<file path="config.mk">
export PLATFORM = sky130hd
export DESIGN_NAME = pixel_triplet_packer
export DESIGN_NICKNAME = d
export VERILOG_FILES = /design/src/rtl/pixel_triplet_packer.sv
export SDC_FILE = /design/constraint.sdc
export NUM_CORES = 1
export LEC_CHECK = 0
export CAP_MARGIN = 25
export CORE_UTILIZATION = 40
export DETAILED_ROUTE_END_ITERATION = 16
export PLACE_DENSITY_LB_ADDON = 0.3
export SETUP_SLACK_MARGIN = 0.1
export SKIP_LAST_GASP = 1
export SLEW_MARGIN = 40
export SYNTH_ARGS = -nofsm -noshare
export SYNTH_HDL_FRONTEND = slang
export SYNTH_SLANG_ARGS = --single-unit
</file>
<file path="constraint.sdc">
create_clock -name clk -period 4.8 [get_ports clk]
set_input_delay 0.96 -clock clk [delete_from_list [all_inputs] [get_ports clk]]
set_output_delay 0.96 -clock clk [all_outputs]
set_load 0.01 [all_outputs]
</file>
<file path="src/rtl/pixel_triplet_packer.sv">
// Packs a serial row-major pixel stream into 3-lane beats with frame markers and latched mode.
// Latency: a beat is valid the cycle after its third (or the frame's last) pixel transfers.
// Backpressure: in_ready = !out_valid || out_ready; a stalled beat freezes the accumulator.
module pixel_triplet_packer #(
    parameter int IMG_DIM    = 20,
    parameter int BIT_LENGTH = 5,
    parameter int LANES      = 3
) (
    input  logic                  clk,
    input  logic                  reset,
    input  logic                  mode_in,
    input  logic                  in_valid,
    output logic                  in_ready,
    input  logic [BIT_LENGTH-1:0] in_pixel,
    output logic                  out_valid,
    input  logic                  out_ready,
    output logic [BIT_LENGTH-1:0] pixel_out0,
    output logic [BIT_LENGTH-1:0] pixel_out1,
    output logic [BIT_LENGTH-1:0] pixel_out2,
    output logic [2:0]            lane_mask,
    output logic                  frame_start,
    output logic                  frame_last,
    output logic                  mode
);

    localparam int              TOTAL    = IMG_DIM * IMG_DIM;
    localparam int              PIX_W    = $clog2(TOTAL);
    localparam logic [PIX_W-1:0] LAST_PIX = PIX_W'(TOTAL - 1);
    localparam logic [1:0]      LANE_END = 2'(LANES - 1);

    typedef enum logic {IDLE, FILL} state_t;

    state_t                  state, state_nxt;
    logic [PIX_W-1:0]        pix_cnt;
    logic [1:0]              lane_cnt;
    logic [BIT_LENGTH-1:0]   acc0, acc1;
    logic                    mode_q;

    logic                    accept;
    logic                    last_pix;
    logic                    emit;
    logic                    latch_mode;
    logic                    beat_mode;
    logic                    beat_start;
    logic [BIT_LENGTH-1:0]   beat0, beat1, beat2;
    logic [2:0]              beat_mask;

    assign in_ready = !out_valid || out_ready;
    assign accept   = in_valid && in_ready;
    assign last_pix = (pix_cnt == LAST_PIX);

    always_ff @(posedge clk or negedge reset) begin
        if (!reset) begin
            state <= IDLE;
        end else begin
            state <= state_nxt;
        end
    end

    always_comb begin
        state_nxt  = state;
        emit       = 1'b0;
        latch_mode = 1'b0;
        case (state)
            IDLE: begin
                if (accept) begin
                    latch_mode = 1'b1;
                    emit       = last_pix;
                    state_nxt  = last_pix ? IDLE : FILL;
                end
            end
            FILL: begin
                if (accept) begin
                    emit = (lane_cnt == LANE_END) || last_pix;
                    if (last_pix) begin
                        state_nxt = IDLE;
                    end
                end
            end
            default: state_nxt = IDLE;
        endcase
    end

    // Beat assembly: the incoming pixel lands in lane lane_cnt, lanes above it are zero.
    always_comb begin
        beat0     = acc0;
        beat1     = '0;
        beat2     = '0;
        beat_mask = 3'b001;
        case (lane_cnt)
            2'd0: begin
                beat0     = in_pixel;
                beat_mask = 3'b001;
            end
            2'd1: begin
                beat1     = in_pixel;
                beat_mask = 3'b011;
            end
            default: begin
                beat1     = acc1;
                beat2     = in_pixel;
                beat_mask = 3'b111;
            end
        endcase
        beat_mode  = (state == IDLE) ? mode_in : mode_q;
        beat_start = (pix_cnt == PIX_W'(lane_cnt));
    end

    always_ff @(posedge clk or negedge reset) begin
        if (!reset) begin
            pix_cnt  <= '0;
            lane_cnt <= '0;
            acc0     <= '0;
            acc1     <= '0;
            mode_q   <= 1'b0;
        end else if (accept) begin
            pix_cnt  <= last_pix ? '0 : pix_cnt + PIX_W'(1);
            lane_cnt <= emit ? 2'd0 : lane_cnt + 2'd1;
            if (latch_mode) begin
                mode_q <= mode_in;
            end
            if (!emit && lane_cnt == 2'd0) begin
                acc0 <= in_pixel;
            end
            if (!emit && lane_cnt == 2'd1) begin
                acc1 <= in_pixel;
            end
        end
    end

    // Output register holds the beat until it transfers; a same-cycle completion reloads it.
    always_ff @(posedge clk or negedge reset) begin
        if (!reset) begin
            out_valid   <= 1'b0;
            pixel_out0  <= '0;
            pixel_out1  <= '0;
            pixel_out2  <= '0;
            lane_mask   <= '0;
            frame_start <= 1'b0;
            frame_last  <= 1'b0;
            mode        <= 1'b0;
        end else if (emit) begin
            out_valid   <= 1'b1;
            pixel_out0  <= beat0;
            pixel_out1  <= beat1;
            pixel_out2  <= beat2;
            lane_mask   <= beat_mask;
            frame_start <= beat_start;
            frame_last  <= last_pix;
            mode        <= beat_mode;
        end else if (out_ready) begin
            out_valid <= 1'b0;
        end
    end

endmodule

</file>
==> metrics.md, run 1 <==
| Metric | Value |
|---|---|
| Status | complete, no violations |
| CTS Buf Count | 5 |
| Vias in the first global route | 1364 |
| Grt total ovfl | 0 |
| Die height | 74.3 um |
| Count leader, synth | dfrtp_1 |
| VDD IR max | 0.250 mV |
| FF-to-FF path depth | 4 |
| Critical-path top delay cell | clkdlybuf4s50_1 |
| # setup viols final | 0 |
| Setup Skew | 0.00532 ns |
| Pwr Density | 585 nW/um^2 |
| Via density | 5.26 |
| WHS Path Cells | 1 |
| Gate power share | 0.429 |
| Root Buffer | clkbuf_8 |
| Top cells by area, synth | dfrtp_1, mux2_2, mux2i_1 |
| Reg2Reg Setup Slack | 2.51 ns |
| Share of the synthesized area in the top cell type | 0.539 |
| Top_reg_cell synth | dfrtp_1 |
| CP Data Required Time | 3.84 ns |
| Std cell rows | 25 |
| Number of enable flip-flop cells after synthesis | 0 |
| CP max FO | 6 |
| Worst min path class | flop to flop |
| Clock Sinks | 45 |
| Hold endpoint | lane_mask[0]$_DFFE_PN0P_ |
| Final period util | 0.728 |
| Vias | 1431 |
| Starting Density | 0.428 |
| DRT antenna net count | 0 |
| Port Buf Inserts | 32 |
| Max Cap Viol | 0 |
| Die area | 5520 um^2 |
| Rel. slew slack | 0.559 |
| Setup total negative slack | 0 ns |
| Syn Area/Cell | 12.1 um^2 |
| Synth top cells by count | dfrtp_1, mux2_2, nand2_1, nor2_1, nand4_1 |
| GRT Total Usage | 0.166 |
| Crit. End Element | output port |
| Synth Instances | 173 |
| H-tree levels | 2 |
| Fmax | 0.286 GHz |
| DIE WIDTH | 74.3 um |
| Worst hold slack | 0.466 ns |
| DR pass1 iterations | 4 |
| Initial antenna violation count | 0 |
| Crit path buffers/inverters | 3 |
| First-pass GRT wire length | 6710 um |
| # nets final | 221 |
| Worst-Skew Late Latency | 0.29 ns |
| Leak | 1.11 nW |
| CP most frequent cell | clkdlybuf4s50_1 |
| Setup bufs post-CTS | 0 |
| Max stage delay on crit path | 0.53 ns |
| Delay-heaviest family, CP | buffers and inverters |
| Final min period | 3.49 ns |
| Hold_buf cts | 0 |
| I/O pins | 33 |
| DP Area | 2450 um^2 |
| Pre-CTS setup slack | 1.34 ns |
| Synth-to-Final Area Change | 20.9% |
| Core area | 4880 um^2 |
| DP HPWL | 2710 um |
| Seq/Total Area, Yosys | 0.539 |
| N_diodes | 0 |
| Worst-margin pin slew | 0.656 ns |
| Pint | 970 uW |
| Total power draw | 1.48 mW |
| Type of the worst setup path | primary input to output port |
| Clock Path Buffers | 2 |
| Fin. Hold Viols | 0 |
| Share of layout cells above drive strength 1 | 0.176 |
| Data arrival, critical path | 2.53 ns |
| FF-to-FF Start | pix_cnt[4]$_DFFE_PN0P_ |
| Syn Nets | 188 |
| Clock power frac | 0.145 |
| Yosys reg bits | 45 |
| Routed WL | 4010 um |
| RSZ-0062 raised after global routing | no |
| Avg WL per Cell | 14.8 um |
| Async SR Flop Fraction | 1.00 |
| Switching power | 508 uW |
| Final Max Slew Viols | 0 |
| Worst-path clk slew | 0.08 ns |
| Mapped Area | 2090 um^2 |
| Final estimated routing congestion in global placement | 0.838 |
| Synth cell types | 35 |
| Yosys top cell by area | dfrtp_1 |
| Critical R2R Capture | pixel_out1[3]$_DFFE_PN0P_ |
| Largest net degree at the start of global routing | 46 |
| Iter 0 DRT Violations | 124 |
| Startpoint types | primary input |
| Setup ws final | 1.31 ns |
| Crit-path cells | clkdlybuf4s50_1, nor2b_1, inv_1, clkdlybuf4s50_1 |
| Synth Warn # | 0 |
| CTS tree | built |
| Post_cts resized | 0 |
| Flop pwr share | 0.426 |
| Fin area | 2530 um^2 |
| Hold_sp | lane_mask[0]$_DFFE_PN0P_ |
| Post-route DRC violation count | 0 |
| Switching power share of the total | 0.344 |
through the flow:
stage	std cells	utilization
6_report	272	0.518
5_1_grt	272	0.518
4_1_cts	272	0.518
3_5_place_dp	266	0.503
3_3_place_gp	266	0.502
2_1_floorplan	173	-
layout make-up:
class                      instances  area [um^2]
fill                             467         2350
sequential                        45         1130
multi-input combinational        116          898
timing repair buffer              33          325
tap                               67         83.8
clock buffer                       5         68.8
inverter                           5         18.8
clock inverter                     1         5.00
state kept, by name, indices dropped and copies added (netlist names), 2 cells and up, named ones only:
signal	cells
acc0	5
acc1	5
lane_cnt	2
lane_mask	3
pix_cnt	9
pixel_out0	5
pixel_out1	5
pixel_out2	5
layer usage:
layer,up-vias,track usage,share of wire
li1,691,-,-
met1,705,0.245,0.52
met2,30,0.232,0.43
met3,5,0.0461,0.036
met4,0,0.0629,0.015
met5,-,0,0
how the worst max path moves through the flow:
stage | from | end | slack [ns] | cells past startpoint
2_1_floorplan | out_ready | in_ready | 2.38 | 2
3_3_place_gp | out_ready | in_ready | 1.35 | 4
3_5_place_dp | out_ready | in_ready | 1.34 | 4
4_1_cts | out_ready | in_ready | 1.33 | 4
5_1_grt | out_ready | in_ready | 1.25 | 4
6_report | out_ready | in_ready | 1.31 | 4
worst reg2reg max path, cell delays in order, from the launching register on:
cell and delay [ns]:
dfrtp_1 0.46, or4b_4 0.60, o21ai_4 0.50, nand2_4 0.27, mux2_4 0.35
placed cells by master (no fill, tap or decap), drive strengths merged, types with 2 or more instances in the layout:
master / instances
a21oi: 7
nand2: 11
xor2: 3
ha: 5
dfrtp: 45
buf: 2
xnor2: 5
nand3: 4
inv: 5
nand4: 8
clkbuf: 5
and3: 2
mux2i: 7
nand2b: 2
o21ai: 5
nor4b: 2
a21bo: 5
nor2: 10
clkdlybuf4s50: 31
a31oi: 7
mux2: 18
nor4: 4
a22o: 5
power by group through the flow:
stage | clock network [mW] | registers (mW) | logic [mW]
after floorplan | 0 | 0.651 | 0.385
after global placement | 0 | 0.633 | 0.627
after detailed placement | 0 | 0.637 | 0.637
after CTS | 0.222 | 0.630 | 0.641
after global routing | 0.241 | 0.653 | 0.700
final | 0.215 | 0.630 | 0.633
logic make-up after synthesis:
| logic type | Yosys count | share of synthesized area |
|---|---|---|
| xor gates and xnor gates | 8 | 0.0335 |
| DFF | 45 | 0.539 |
| adders and majority gates | 5 | 0.0299 |
| and+or+nand+nor | 48 | 0.129 |
| muxes | 25 | 0.134 |
| buffers and inverters | 12 | 0.0311 |
| AOI/OAI and AO/OA | 30 | 0.103 |
No activity file was read; power rests on OpenSTA's default activity.
==> run 2: changes to the inputs <==
==> constraint.sdc (replaced) <==
create_clock -name clk -period 3.11 [get_ports clk]
set_input_delay 0.622 -clock clk [delete_from_list [all_inputs] [get_ports clk]]
set_output_delay 0.622 -clock clk [all_outputs]
set_load 0.01 [all_outputs]
==> run 2 against run 1 <==
  * Via count decreased by 1.0%
  * Clock power increased by 67%
  * Hold slack lost 0.15 ns
  * First-iteration DRC count shrank 29%
  * Register-to-register slack got worse by 1.7 ns
  * Clock skew rose by 0.0013 ns
  * Total power up 56%
  * Core utilization grew 0.41 points
  * Routed wire length is 0.77% lower
  * Combinational power increased by 55%
  * Non-clock buffer count up 1
==> metrics.md, run 2 (synthesized netlist as in run 1, its figures left out) <==
| Metric | Value |
|---|---|
| DP HPWL | 2770 um |
| FF-to-FF path depth | 4 |
| Switching power share of the total | 0.339 |
| # nets final | 222 |
| N_diodes | 0 |
| CP most frequent cell | clkdlybuf4s50_1 |
| Routed WL | 3980 um |
| Iter 0 DRT Violations | 88 |
| Data arrival, critical path | 2.08 ns |
| Reg2Reg Setup Slack | 0.84 ns |
| Die height | 74.3 um |
| Gate power share | 0.425 |
| Final min period | 2.71 ns |
| Worst-margin pin slew | 0.643 ns |
| Flop pwr share | 0.420 |
| Setup bufs post-CTS | 0 |
| Final Max Slew Viols | 0 |
| DIE WIDTH | 74.3 um |
| Clock Sinks | 45 |
| Type of the worst setup path | primary input to output port |
| Clock Path Buffers | 2 |
| Final estimated routing congestion in global placement | 0.820 |
| Share of layout cells above drive strength 1 | 0.179 |
| Avg WL per Cell | 14.5 um |
| CTS tree | built |
| Fillers | 466 |
| Pwr Density | 908 nW/um^2 |
| Commonest non-fill, non-tap cell in the layout | dfrtp_1 |
| Fin. Hold Viols | 0 |
| Worst min path class | primary input to asynchronous set/reset pin |
| First-pass GRT wire length | 6620 um |
| Startpoint types | primary input |
| RSZ-0062 raised after global routing | no |
| VDD IR max | 0.361 mV |
| Crit-path cells | clkdlybuf4s50_1, nor2b_1, inv_1, clkdlybuf4s50_1 |
| Max reg flops | 9 |
| Port Buf Inserts | 32 |
| Pint | 1.53 mW |
| Worst-Skew Late Latency | 0.29 ns |
| Rel. slew slack | 0.570 |
| Final period util | 0.870 |
| Starting Density | 0.428 |
| Post_cts resized | 0 |
| Worst-path clk slew | 0.08 ns |
| Critical R2R Capture | pixel_out1[3]$_DFFE_PN0P_ |
| # setup viols final | 0 |
| DRT antenna net count | 0 |
| Setup Skew | 0.00666 ns |
| Switching power | 784 uW |
| Initial antenna violation count | 0 |
| Vias | 1416 |
| I/O pins | 33 |
| Max Cap Viol | 0 |
| Setup total negative slack | 0 ns |
| Die area | 5520 um^2 |
| Post-route DRC violation count | 0 |
| Clock power frac | 0.155 |
| Crit. End Element | output port |
| Commonest non-fill, non-tap cells in the layout | dfrtp_1, clkdlybuf4s50_1, mux2_2, nand2_1, nor2_1 |
| Vias in the first global route | 1333 |
| Leak | 1.12 nW |
| Grt total ovfl | 0 |
| CP max FO | 6 |
| Critical-path top delay cell | clkdlybuf4s50_1 |
| Crit path buffers/inverters | 3 |
| Synth-to-Final Area Change | 21.9% |
| Biggest register | pix_cnt |
| GRT Total Usage | 0.161 |
| Via density | 5.17 |
| H-tree levels | 2 |
| Fmax | 0.370 GHz |
| Core area | 4880 um^2 |
| Std cell rows | 25 |
| Largest net degree at the start of global routing | 46 |
| Max stage delay on crit path | 0.50 ns |
| Delay-heaviest family, CP | buffers and inverters |
| CTS Buf Count | 5 |
| CP Data Required Time | 2.49 ns |
| Root Buffer | clkbuf_8 |
| Final core occ | 0.522 |
| Status | complete, no violations |
| FF-to-FF Start | pix_cnt[4]$_DFFE_PN0P_ |
| DR pass1 iterations | 4 |
| Hold_buf cts | 0 |
## run 2: changes by cell type in the layout (fill, tap and decap cells not counted), sizes merged
| cell | previous run | this run |
|---|---|---|
| buf | 2 | 3 |
| clkinv | 1 | 0 |
| clkbuf | 5 | 7 |
## run 2: per-stage QoR
| step | power (mW) | setup WS (ns) | std cells | cell area (um^2) | hold WS (ns) |
|---|---|---|---|---|---|
| detailed placement | 1.98 | 0.401 | 267 | 2460 | 0.455 |
| floorplan | 1.60 | 1.29 | 173 | 2090 | 0.326 |
| global route | 2.48 | 0.347 | 274 | 2550 | 0.353 |
| CTS | 2.34 | 0.395 | 274 | 2550 | 0.341 |
| global placement | 1.95 | 0.414 | 267 | 2460 | 0.449 |
| finish | 2.31 | 0.404 | 274 | 2550 | 0.320 |
## run 2: final cells by class
| class | instances | area [um^2] | share of cell area |
|---|---|---|---|
| multi-input combinational | 116 | 898 | 0.353 |
| tap | 67 | 83.8 | 0.0329 |
| clock buffer | 7 | 86.3 | 0.0339 |
| sequential | 45 | 1130 | 0.442 |
| timing repair buffer | 34 | 333 | 0.131 |
| inverter | 5 | 18.8 | 0.00737 |
## run 2: power groups by stage
stage / Sequential [mW] / Clock [mW] / Combinational (mW)
4_1_cts: 0.972 / 0.367 / 0.997
3_3_place_gp: 0.975 / 0 / 0.973
6_report: 0.971 / 0.358 / 0.984
2_1_floorplan: 1.01 / 0 / 0.595
5_1_grt: 1.01 / 0.392 / 1.09
3_5_place_dp: 0.983 / 0 / 0.993
## run 2: worst register-to-register path: cells and delay by family (launching register included)
family             cells  cell delay [ns]
AOI/OAI and AO/OA      1             0.51
and+or+nand+nor        2             0.86
muxes                  1             0.35
DFF                    1             0.45
## run 2: how the worst max path moves through the flow
stage                                 from                         to  slack (ns)  cells past startpoint
global placement                 out_ready                   in_ready        0.41                      4
global route                     out_ready                   in_ready        0.35                      4
finish                           out_ready                   in_ready        0.40                      4
CTS                              out_ready                   in_ready        0.40                      4
floorplan           pix_cnt[4]$_DFFE_PN0P_  pixel_out1[3]$_DFFE_PN0P_        1.29                      5
detailed placement               out_ready                   in_ready        0.40                      4
## run 2: metal layers
layer  track usage  up-vias  wire length, um
li1              -      696                -
met1         0.237      687             2050
met2         0.235       29             1730
met3        0.0407        4              166
met4        0.0503        0               38
met5             0        -                0
